==> config.mk <==
export PLATFORM = sky130hd
export DESIGN_NAME = load_store_unit
export DESIGN_NICKNAME = d
export VERILOG_FILES = /design/src/rtl/load_store_unit.sv
export SDC_FILE = /design/constraint.sdc
export NUM_CORES = 1
export LEC_CHECK = 0
export CAP_MARGIN = 20
export CORE_UTILIZATION = 41
export CTS_BUF_LIST = sky130_fd_sc_hd__clkbuf_2
export DETAILED_ROUTE_END_ITERATION = 8
export PLACE_DENSITY = 0.79
export SYNTH_ARGS = -nofsm -noshare
export SYNTH_HDL_FRONTEND = slang
export SYNTH_SLANG_ARGS = --single-unit
==> constraint.sdc <==
create_clock -name clk -period 1.8 [get_ports clk]
set_input_delay 0.36 -clock clk [delete_from_list [all_inputs] [get_ports clk]]
set_output_delay 0.36 -clock clk [all_outputs]
set_load 0.02 [all_outputs]
==> src/rtl/load_store_unit.sv <==
// load_store_unit: one RV32I load or store per request, bridged onto a
// valid/ready data-memory channel with a separate read-response strobe.
// Decodes and checks the request at accept time, places store bytes on the
// correct lanes, and extracts and extends load data into a one-cycle response.
module load_store_unit #(
  parameter int unsigned MAX_WAIT = 255
) (
  input  logic        clk,
  input  logic        rst_n,
  input  logic        req_valid,
  output logic        req_ready,
  input  logic        req_we,
  input  logic [2:0]  req_funct3,
  input  logic [31:0] req_addr,
  input  logic [31:0] req_wdata,
  output logic        mem_valid,
  input  logic        mem_ready,
  output logic [31:0] mem_addr,
  output logic        mem_we,
  output logic [3:0]  mem_be,
  output logic [31:0] mem_wdata,
  input  logic        mem_rvalid,
  input  logic [31:0] mem_rdata,
  output logic        rsp_valid,
  output logic [31:0] rsp_rdata,
  output logic        rsp_fault,
  output logic        busy
);

  localparam logic [1:0] ST_IDLE = 2'd0;
  localparam logic [1:0] ST_REQ  = 2'd1;
  localparam logic [1:0] ST_WAIT = 2'd2;
  localparam logic [1:0] ST_DONE = 2'd3;

  // Counter value seen on the last permitted cycle in REQ or WAIT.
  localparam logic [7:0] LAST_CNT = 8'(MAX_WAIT - 1);

  // funct3 encodings (size in [1:0], unsigned flag in [2])
  localparam logic [2:0] F3_B  = 3'b000;
  localparam logic [2:0] F3_H  = 3'b001;
  localparam logic [2:0] F3_W  = 3'b010;
  localparam logic [2:0] F3_BU = 3'b100;
  localparam logic [2:0] F3_HU = 3'b101;

  // FSM and captured-operation state
  logic [1:0]  state_reg, state_next;
  logic [7:0]  cnt_reg, cnt_next;
  logic        we_reg;
  logic [2:0]  funct3_reg;
  logic [1:0]  offset_reg;
  logic [31:0] addr_reg;
  logic [3:0]  be_reg;
  logic [31:0] wdata_reg;
  logic [31:0] rdata_reg;
  logic        fault_reg;

  // Request decode
  logic        funct3_ok;
  logic        misaligned;
  logic        accept_fault;
  logic        accept;
  logic [3:0]  lane_be;
  logic [31:0] lane_wdata;

  // Progress / timeout
  logic        cnt_last;
  logic        timeout;

  // Load extraction
  logic [7:0]  rd_byte [4];
  logic [7:0]  sel_byte;
  logic [15:0] sel_half;
  logic [31:0] load_value;

  assign accept   = req_valid && (state_reg == ST_IDLE);
  assign cnt_last = (cnt_reg == LAST_CNT);

  // Legal funct3 check: stores allow B/H/W only, loads also allow BU/HU.
  always_comb begin
    funct3_ok = 1'b0;
    if (req_we) begin
      funct3_ok = (req_funct3 == F3_B) || (req_funct3 == F3_H) ||
                  (req_funct3 == F3_W);
    end else begin
      funct3_ok = (req_funct3 == F3_B)  || (req_funct3 == F3_H)  ||
                  (req_funct3 == F3_W)  || (req_funct3 == F3_BU) ||
                  (req_funct3 == F3_HU);
    end
  end

  // Natural-alignment check based on the access size in funct3[1:0].
  always_comb begin
    misaligned = 1'b0;
    case (req_funct3[1:0])
      2'b01:   misaligned = req_addr[0];
      2'b10:   misaligned = |req_addr[1:0];
      default: misaligned = 1'b0;
    endcase
  end

  assign accept_fault = !funct3_ok || misaligned;

  // Store lane placement; data is replicated so every enabled lane sees it.
  always_comb begin
    lane_be    = 4'b1111;
    lane_wdata = req_wdata;
    case (req_funct3[1:0])
      2'b00: begin
        lane_be    = 4'b0001 << req_addr[1:0];
        lane_wdata = {4{req_wdata[7:0]}};
      end
      2'b01: begin
        lane_be    = req_addr[1] ? 4'b1100 : 4'b0011;
        lane_wdata = {2{req_wdata[15:0]}};
      end
      default: begin
        lane_be    = 4'b1111;
        lane_wdata = req_wdata;
      end
    endcase
  end

  // Split the read word into byte lanes so the byte offset can index them.
  generate
    for (genvar gi = 0; gi < 4; gi++) begin : g_rd_lane
      assign rd_byte[gi] = mem_rdata[8*gi +: 8];
    end
  endgenerate

  assign sel_byte = rd_byte[offset_reg];
  assign sel_half = offset_reg[1] ? mem_rdata[31:16] : mem_rdata[15:0];

  // Align and sign/zero-extend the returned word for the captured load type.
  always_comb begin
    load_value = 32'd0;
    case (funct3_reg)
      F3_B:    load_value = {{24{sel_byte[7]}}, sel_byte};
      F3_H:    load_value = {{16{sel_half[15]}}, sel_half};
      F3_W:    load_value = mem_rdata;
      F3_BU:   load_value = {24'd0, sel_byte};
      F3_HU:   load_value = {16'd0, sel_half};
      default: load_value = 32'd0;
    endcase
  end

  // Next state and wait counter; progress beats timeout on the last cycle.
  always_comb begin
    state_next = state_reg;
    cnt_next   = cnt_reg;
    timeout    = 1'b0;
    case (state_reg)
      ST_IDLE: begin
        cnt_next = 8'd0;
        if (req_valid) begin
          state_next = accept_fault ? ST_DONE : ST_REQ;
        end
      end
      ST_REQ: begin
        if (mem_ready) begin
          state_next = we_reg ? ST_DONE : ST_WAIT;
          cnt_next   = 8'd0;
        end else if (cnt_last) begin
          state_next = ST_DONE;
          timeout    = 1'b1;
        end else begin
          cnt_next = cnt_reg + 8'd1;
        end
      end
      ST_WAIT: begin
        if (mem_rvalid) begin
          state_next = ST_DONE;
        end else if (cnt_last) begin
          state_next = ST_DONE;
          timeout    = 1'b1;
        end else begin
          cnt_next = cnt_reg + 8'd1;
        end
      end
      default: begin
        state_next = ST_IDLE;
      end
    endcase
  end

  // State register; reset abandons any open operation immediately.
  always_ff @(posedge clk or negedge rst_n) begin
    if (!rst_n) begin
      state_reg <= ST_IDLE;
      cnt_reg   <= 8'd0;
    end else begin
      state_reg <= state_next;
      cnt_reg   <= cnt_next;
    end
  end

  // Capture the operation at accept; it stays frozen while the request is open.
  always_ff @(posedge clk or negedge rst_n) begin
    if (!rst_n) begin
      we_reg     <= 1'b0;
      funct3_reg <= 3'b000;
      offset_reg <= 2'b00;
      addr_reg   <= 32'd0;
      be_reg     <= 4'b0000;
      wdata_reg  <= 32'd0;
    end else if (accept) begin
      we_reg     <= req_we;
      funct3_reg <= req_funct3;
      offset_reg <= req_addr[1:0];
      addr_reg   <= {req_addr[31:2], 2'b00};
      be_reg     <= req_we ? lane_be : 4'b1111;
      wdata_reg  <= req_we ? lane_wdata : 32'd0;
    end
  end

  // Response data and fault flag; both clear at accept so stores/faults return 0.
  always_ff @(posedge clk or negedge rst_n) begin
    if (!rst_n) begin
      rdata_reg <= 32'd0;
      fault_reg <= 1'b0;
    end else if (accept) begin
      rdata_reg <= 32'd0;
      fault_reg <= accept_fault;
    end else if ((state_reg == ST_WAIT) && mem_rvalid) begin
      rdata_reg <= load_value;
    end else if (timeout) begin
      fault_reg <= 1'b1;
    end
  end

  assign req_ready = (state_reg == ST_IDLE);
  assign busy      = (state_reg != ST_IDLE);
  assign mem_valid = (state_reg == ST_REQ);
  assign mem_addr  = addr_reg;
  assign mem_we    = mem_valid && we_reg;
  assign mem_be    = mem_valid ? be_reg : 4'b0000;
  assign mem_wdata = wdata_reg;
  assign rsp_valid = (state_reg == ST_DONE);
  assign rsp_rdata = rdata_reg;
  assign rsp_fault = rsp_valid && fault_reg;

endmodule

Word-level counts from Yosys, hierarchy flattened
Index checks and enable logic that the tools add are counted.
{ "op_classes": {"add_sub_neg": 1, "order_cmp": 1, "eq_ne": 17, "n_shift": 1, "mux": 33, "bitwise": 1, "reduce_logical": 21} }
{ "op_table": {"columns": ["cell", "n"], "rows": [
  ["$pmux 32 s5", 1],
  ["$mux 32", 3],
  ["$pmux 32 s2", 1],
  ["$mux 8", 5],
  ["$pmux 8 s3", 1],
  ["$bmux 8 s2", 1],
  ["$mux 16", 1],
  ["$eq 3x3->1 const B", 4],
  ["$mux 4", 3],
  ["$mux 2", 5],
  ["$add 8x1->8 const B", 1],
  ["$eq 8x8->1 const B", 1],
  ["$mux 1", 8],
  ["$pmux 4 s2", 1],
  ["$eq 2x2->1 const B", 3],
  ["$eq 3x1->1 const B", 2],
  ["$eq 3x2->1 const B", 2],
  ["$logic_not 3->1", 2],
  ["$ne 2x2->1 const B", 3],
  ["$pmux 2 s3", 1],
  ["$reduce_bool 2->1", 3],
  ["$logic_or 1x1->1", 5],
  ["$eq 2x1->1 const B", 2],
  ["$logic_and 1x1->1", 4],
  ["other kinds (9)", 12]
]} }
{ "word_totals": {"ff_bits": 115, "in_bits": 105, "output_inout_bits": 106} }

Logic depth before layout (Yosys ltp)
Gate-level depths: netlist of run 1.
{ "depth": {"ltp_word": 11, "depth_mapped": 9} }

Worst setup path before layout of run 1
No wires, ideal clock.
{ "synth_path": {"kind": "input -> register", "startpoint": "input req_funct3[1]", "endpoint": "register wdata_reg[15] (netlist: mem_wdata[15])", "setup_ps": 130, "arrival_ps": 1975, "t_required_ps": 1670, "slack_ps": -304, "cell_stages": 9, "n_path_buf": 4, "cell_sequence": "clkbuf_1 > inv_1 > ha_1 > clkbuf_1 > or2_2 > buf_2 > buf_1 > nor2_1 > o21ai_0"} }
{ "synth_via": {"elab_chain_len": 3, "elab_cells_between_ends": 4} }
{ "synth_rtl": {"columns": ["item", "line", "source"], "rows": [
  ["start, declared", "13", "input logic [2:0] req_funct3,"],
  ["$eq 2x1->1 or $logic_not 2->1 (tied branches)", "107", "case (req_funct3[1:0])"],
  ["$pmux 32 s2 (*)", "107", null],
  ["$mux 32 (*)", "211", "wdata_reg <= req_we ? lane_wdata : 32'd0;"],
  ["end signal, assigned", "211", null],
  ["end, declared", "53", "logic [31:0] wdata_reg;"]
]} }
Mark *: on every way between the ends. The rest lies on a longest branch, timed or not.
A chain may end at the register's enable or synchronous reset.

Final worst setup path of run 1
{ "layout_path": {"startpoint": "register state_reg[0]", "endpoint": "output mem_be[3]"} }
{ "layout_via": {"elab_chain_len": 2} }
{ "layout_rtl": {"columns": ["item", "line", "source"], "rows": [
  ["start, declared", "46", "logic [1:0] state_reg, state_next;"],
  ["start signal, assigned", "191", "state_reg <= state_next;"],
  ["$eq 2x1->1", "232", "assign mem_valid = (state_reg == ST_REQ);"],
  ["$mux 4", "235", "assign mem_be = mem_valid ? be_reg : 4'b0000;"],
  ["end, declared", "20", "output logic [3:0] mem_be,"]
]} }
Every way passes these cells.

==> results.py, run 1 <==
metrics = {
    "outcome": {
        "outcome": "finished, violations left",
        "violations": "setup timing",
    },
    "power": {
        "p_int_mw": 7.00,
        "combPwrFrac_pct": 56.1,
        "finalPower_mw": 12.4,
        "p_leak_nw": 4.06,
        "p_seq_share_pct": 33.7,
        "power_frac_clock_pct": 10.2,
        "swShare_pct": 43.3,
        "power.net_switching_mw": 5.36,
        "peakVddDrop_uv": 675,
        "p_per_area_mw_per_mm2": 1520,
    },
    "timing": {
        "relSlewSlack_pct": 66.3,
        "fin_ws_ns": -0.356,
        "finalCriticalPeriod_ns": 2.16,
        "rsz0062_at_grt": "yes",
        "fin_tns_setup_ns": -2.98,
        "period_share_pct": 120,
        "fmax_mhz": 464,
        "setup_viol": 26,
        "worst_slew_pin_slew_ns": 0.503,
        "whs_ns": 0.128,
        "skew_ns": 0.0281,
        "drv_slew": 0,
        "hold_violations": 0,
    },
    "setup_path": {
        "path_max_fanout": 6,
        "slowest_stage": "dfrtp_1",
        "path_class": "reg2out",
        "start_kind": "register",
        "cp_slowest_stage_delay_ns": 0.43,
        "worst_path_most_repeated_cell": "buf_6",
        "crit_arrival_ns": 1.80,
        "critPathBufInv": 3,
        "crit_family": "flip-flops",
        "crit_required_ns": 1.44,
        "crit_path_cell_trace": "buf_6, ha_4, buf_6, and2_4, buf_6",
        "critPathCaptureType": "output pin",
    },
    "detailed_routing": {
        "viasPerCell": 5.41,
        "dr.pass1.iters": 7,
        "drc": 0,
        "ant_nets": 0,
        "num_vias": 5512,
        "drt-initial-drc-count": 377,
        "wire_per_inst_um": 17.2,
        "drt-total-wl_um": 17500,
    },
    "logic_synthesis": {
        "ys_types": 49,
        "synth_warnings": 0,
        "ys_async_sr_fraction_pct": 100,
        "synth_top_family_by_area": "compound AO/OA/AOI/OAI gates",
        "synth-main-ff-cell": "dfrtp_1",
        "synth.avg_cell_area_um2": 9.72,
        "synth_seq_cells": 115,
        "synth_edf_count": 0,
        "syn_inst": 557,
        "yosys.area_share.simple_pct": 16.2,
        "synth_area_leaders": "dfrtp_1 (53%), nand2_1 (9.6%), o21ai_0 (5.1%), a221o_1 (3.0%), a22o_1 (2.8%)",
        "synth_xor_area_share_pct": 0,
        "synth_area_mm2": 0.00541,
        "yosysSeqAreaShare_pct": 53.2,
        "synth_top_area_share_pct": 53.2,
        "synth_fa_ha_area_share_pct": 2.54,
        "synth_compound_area_share_pct": 20.4,
        "synthMuxAreaShare_pct": 3.65,
        "yosysTopAreaCell": "dfrtp_1",
    },
    "layout": {
        "antennaDiodeCount": 0,
        "post-route-util_pct": 64.1,
        "fin_nets": 950,
        "area_growth_pct": 50.6,
        "postLayoutCellArea_mm2": 0.00815,
        "stdcell_count": 1019,
        "layout_common_cells": "nand2_1 (136), dfrtp_1 (113), clkdlybuf4s50_1 (103)",
        "ff_latch_area_mm2": 0.00288,
        "drive_above_1_share_pct": 30.0,
        "final_common_cell": "nand2_1",
        "fillers": 1090,
        "multiInputGateArea_mm2": 0.00243,
    },
    "global_routing": {
        "grt_pass1_vias": 5429,
        "grt_overflow": 0,
        "grt_pass1_wl_um": 26200,
        "grt_usage_pct": 25.5,
        "grt_max_degree": 72,
        "antenna_found_initial": 0,
    },
    "flow_run": {
        "max-cap-violations": 0,
    },
    "placed_design": {
        "portBuffers": 208,
        "place.gp.congestion": 0.945,
        "dp_slack_ns": -0.328,
        "place_inst": 949,
        "placed_cell_area_mm2": 0.00796,
        "dp_hpwl_um": 12600,
    },
    "floorplanning": {
        "die_x_um": 117,
        "pin_count": 211,
        "die_h_um": 117,
        "num_rows": 41,
        "core_area_mm2": 0.0127,
        "start_util_pct": 42.5,
        "die-area_mm2": 0.0137,
    },
    "clock_tree": {
        "numCtsBuffers": 17,
        "cts_htree_levels": 4,
        "cts_sinks": 115,
        "worstSkewPairLatency_ns": 0.67,
        "cts.path.max_buffers": 2,
        "cts_tree": "done",
        "clkTransAtPathRegs_ns": 0.16,
        "clockRootBuffer": "clkbuf_2",
    },
    "worst_hold_path": {
        "hold_path_class": "in2async",
    },
}
[cells by family (layout without fill, tap and decap cells)]
kind of cell | count (synthesis) | count (layout)
AO/OA/AOI/OAI | 161 | 161
AND/OR/NAND/NOR | 203 | 203
adder cells (fa/ha/maj) | 11 | 11
buffers and inverters | 48 | 337
multiplexers | 18 | 18
other | 1 | 2
flip-flops | 115 | 115
[cell usage after synthesis (all sizes together), types with 6 or more instances]
master	number
nand2	138
dfrtp	115
o21ai	55
a21oi	23
clkbuf	23
nor2	22
a22o	17
a221o	16
buf	13
inv	12
ha	11
mux2	11
a21o	9
a22oi	9
a222oi	8
and2	7
mux2i	7
nand4	6
[power groups by stage]
stage | sequential [mW] | combinational, mW | clock (mW)
finish | 4.17 | 6.94 | 1.26
floorplan | 5.17 | 2.56 | 0
detailed placement | 4.20 | 6.89 | 0
global placement | 4.18 | 6.73 | 0
CTS | 4.17 | 6.93 | 1.31
global route | 4.27 | 7.46 | 1.43
[what timing repair did]
item	4_1_cts	5_1_grt
pin swaps	6	3
hold buffers	1	0
setup endpoints to repair	132	145
endpoints found under the hold margin	115	0
gates resized for setup	338	100
setup buffers	15	23
gates cloned	0	1
[area by class of cell]
class	instances	area share [%]
clock buffer	22	1.35
clock inverter	10	0.522
inverter	12	0.583
multi-input combinational	395	29.8
sequential	115	35.3
tap	172	2.64
timing repair buffer	293	29.8
[final timing paths]
| kind | startpoint | endpoint | slack, ns | depth (start not counted) |
|---|---|---|---|---|
| worst max-delay path | state_reg[0]$_DFFE_PN0P_ | mem_be[3] | -0.36 | 5 |
| worst min-delay path | rst_n | mem_addr[3]$_DFFE_PN0P_ | 0.13 | 2 |
| worst max register to register | state_reg[0]$_DFFE_PN0P_ | rsp_rdata[30]$_DFFE_PN0P_ | -0.03 | 10 |
| worst min register to register | mem_addr[15]$_DFFE_PN0P_ | mem_addr[15]$_DFFE_PN0P_ | 0.49 | 2 |
| max in group asynchronous | rst_n | rsp_rdata[4]$_DFFE_PN0P_ | 0.99 | 3 |
| min in group clk | req_addr[22] | mem_addr[22]$_DFFE_PN0P_ | 0.20 | 3 |
[metal layers]
metal | wire length (um) | GRT usage (%) | vias to the layer above
li1 | - | - | 2535
met1 | 7030 | 29.0 | 2659
met2 | 8520 | 43.1 | 275
met3 | 1350 | 7.42 | 43
met4 | 582 | 14.1 | 0
met5 | 0 | 0 | -
(Power assumes the default switching activity.)
==> run 2, diff against run 1 <==
--- a/config.mk
+++ b/config.mk
@@ -5,7 +5,6 @@
 export SDC_FILE = /design/constraint.sdc
 export NUM_CORES = 1
 export LEC_CHECK = 0
-export CAP_MARGIN = 20
 export CORE_UTILIZATION = 41
 export CTS_BUF_LIST = sky130_fd_sc_hd__clkbuf_2
 export DETAILED_ROUTE_END_ITERATION = 8
==> results of run 2 <==
Same layout as run 1: the final DEF is identical, and so are final timing and power.
==> run 3, diff against run 2 <==
--- a/config.mk
+++ b/config.mk
@@ -5,10 +5,12 @@
 export SDC_FILE = /design/constraint.sdc
 export NUM_CORES = 1
 export LEC_CHECK = 0
+export CAP_MARGIN = 20
 export CORE_UTILIZATION = 41
 export CTS_BUF_LIST = sky130_fd_sc_hd__clkbuf_2
 export DETAILED_ROUTE_END_ITERATION = 8
 export PLACE_DENSITY = 0.79
+export RECOVER_POWER = 25
 export SYNTH_ARGS = -nofsm -noshare
 export SYNTH_HDL_FRONTEND = slang
 export SYNTH_SLANG_ARGS = --single-unit
==> run 3 against run 2 <==
- critical endpoint unchanged
- power hardly changed
- hold slack better by 0.069 ns
- the run still ends with setup timing left
- via count is 0.27% lower
- combinational power hardly changed
==> results.py, run 3 (synthesis gave the netlist of run 1 again) <==
metrics = {
    "setup_path": {
        "endpoint": "mem_be[3]",
        "crit_family": "flip-flops",
        "crit_arrival_ns": 1.80,
        "rr_endpoint": "rsp_rdata[30]$_DFFE_PN0P_",
        "worst_path_most_repeated_cell": "buf_6",
        "cp_slowest_stage_delay_ns": 0.43,
        "rr_worst_depth": 10,
        "slowest_stage": "dfrtp_1",
        "critPathCaptureType": "output pin",
        "reg2reg_from": "state_reg[0]$_DFFE_PN0P_",
        "path_max_fanout": 6,
        "critPathBufInv": 3,
        "cp_num_cells": 5,
        "path_class": "reg2out",
        "start_kind": "register",
        "crit_required_ns": 1.44,
        "crit_path_cell_trace": "buf_6, ha_4, buf_6, and2_4, buf_6",
        "startpoint": "state_reg[0]$_DFFE_PN0P_",
        "r2r_setup_slack_ns": -0.03,
    },
    "detailed_routing": {
        "drc": 0,
        "num_vias": 5497,
        "drt-initial-drc-count": 377,
        "dr.pass1.iters": 9,
        "viasPerCell": 5.39,
        "wire_per_inst_um": 17.2,
        "ant_nets": 0,
        "drt-total-wl_um": 17500,
    },
    "worst_hold_path": {
        "worstHoldStart": "req_addr[22]",
        "hold_path_class": "in2reg",
    },
    "layout": {
        "fin_nets": 950,
        "antennaDiodeCount": 0,
        "drive_above_1_share_pct": 29.9,
        "final_common_cell": "nand2_1",
        "postLayoutCellArea_mm2": 0.00815,
        "layout_common_cells": "nand2_1 (136), dfrtp_1 (113), clkdlybuf4s50_1 (103)",
        "area_growth_pct": 50.6,
    },
    "power": {
        "p_per_area_mw_per_mm2": 1520,
        "p_leak_nw": 4.06,
        "peakVddDrop_uv": 672,
    },
    "floorplanning": {
        "die-area_mm2": 0.0137,
        "core_area_mm2": 0.0127,
        "pin_count": 211,
        "num_rows": 41,
        "start_util_pct": 42.5,
        "die_x_um": 117,
        "die_h_um": 117,
    },
    "placed_design": {
        "placed_cell_area_mm2": 0.00796,
        "portBuffers": 208,
        "dp_slack_ns": -0.328,
        "place.gp.congestion": 0.945,
        "dp_hpwl_um": 12600,
    },
    "global_routing": {
        "grt_pass1_vias": 5429,
        "grt_pass1_wl_um": 26200,
        "grt_overflow": 0,
        "antenna_found_initial": 0,
        "grt_usage_pct": 25.5,
        "grt_max_degree": 72,
    },
    "clock_tree": {
        "cts_sinks": 115,
        "cts.path.max_buffers": 2,
        "numCtsBuffers": 17,
        "worstSkewPairLatency_ns": 0.67,
        "clockRootBuffer": "clkbuf_2",
        "cts_htree_levels": 4,
        "cts_tree": "done",
        "clkTransAtPathRegs_ns": 0.16,
    },
    "timing": {
        "drv_slew": 0,
        "finalCriticalPeriod_ns": 2.16,
        "skew_ns": 0.0278,
        "relSlewSlack_pct": 10.1,
        "period_share_pct": 120,
        "fmax_mhz": 464,
        "worst_slew_pin_slew_ns": 1.35,
        "hold_violations": 0,
        "setup_viol": 26,
        "rsz0062_at_grt": "yes",
        "fin_ws_ns": -0.357,
    },
    "outcome": {
        "outcome": "finished, violations left",
        "violations": "setup timing",
    },
    "flow_run": {
        "max-cap-violations": 0,
    },
}
[run 3: cell types whose count changed in the layout (fill, tap and decap cells not counted)]
cell      before  now
buf_4         75   73
clkbuf_1       0    1
clkbuf_4       0    1
[run 3: tightest hold or removal path: cells and delay by family]
family	cells	cell delay (ns)
buffers and inverters	1	0.40
and+or+nand+nor	2	0.10
[run 3: worst min path at each step]
stage,endpoint,cells after the start
5_1_grt,mem_addr[31]$_DFFE_PN0P_,3
6_report,mem_addr[22]$_DFFE_PN0P_,3
3_3_place_gp,mem_addr[16]$_DFFE_PN0P_,1
2_1_floorplan,be_reg[0]$_DFFE_PN0P_,0
3_5_place_dp,mem_addr[17]$_DFFE_PN0P_,1
4_1_cts,mem_addr[31]$_DFFE_PN0P_,2
[run 3: layout make-up]
type / instances / area (um^2)
fillers: 1089 / 4570
flip-flops and latches: 115 / 2880
clock buffers: 22 / 110
repair buffers: 293 / 2420
well taps: 172 / 215
clock inverters: 10 / 42.5
multi-input cells: 395 / 2430
inverters: 12 / 47.5
[run 3: metal layers]
metal | routed length (um) | vias to the layer above | global-route usage [%]
li1 | - | 2535 | -
met4 | 559 | 0 | 14.1
met5 | 0 | - | 0
met1 | 7050 | 2656 | 29.0
met3 | 1320 | 41 | 7.42
met2 | 8550 | 265 | 43.1
[run 3: what timing repair did]
item,in CTS,in global routing
hold endpoints to repair,115,0
hold buffers,1,0
resized for setup,338,100
pin swaps,6,3
buffers inserted,15,23
gates cloned,0,1
endpoints found under the setup margin,132,145
[run 3: metrics by stage]
stage / hold slack, ns / power (mW) / cells / setup TNS (ns) / utilization, %
after floorplan: 0.0644 / 7.73 / 558 / 0 / -
after global placement: 0.277 / 10.9 / 949 / -10.81 / 62.5
after detailed placement: 0.282 / 11.1 / 949 / -13.51 / 62.5
after CTS: 0.0510 / 12.4 / 997 / -3.89 / 65.7
after global routing: 0.107 / 13.1 / 1019 / -7.24 / 64.1
final: 0.197 / 12.4 / 1019 / -3.02 / 64.1
[run 3: where the power goes]
part / switching (mW) / leakage, nW / internal [mW]
Sequential: 0.600 / 1.49 / 3.57
Clock: 0.910 / 0.116 / 0.350
Combinational: 3.85 / 2.46 / 3.09
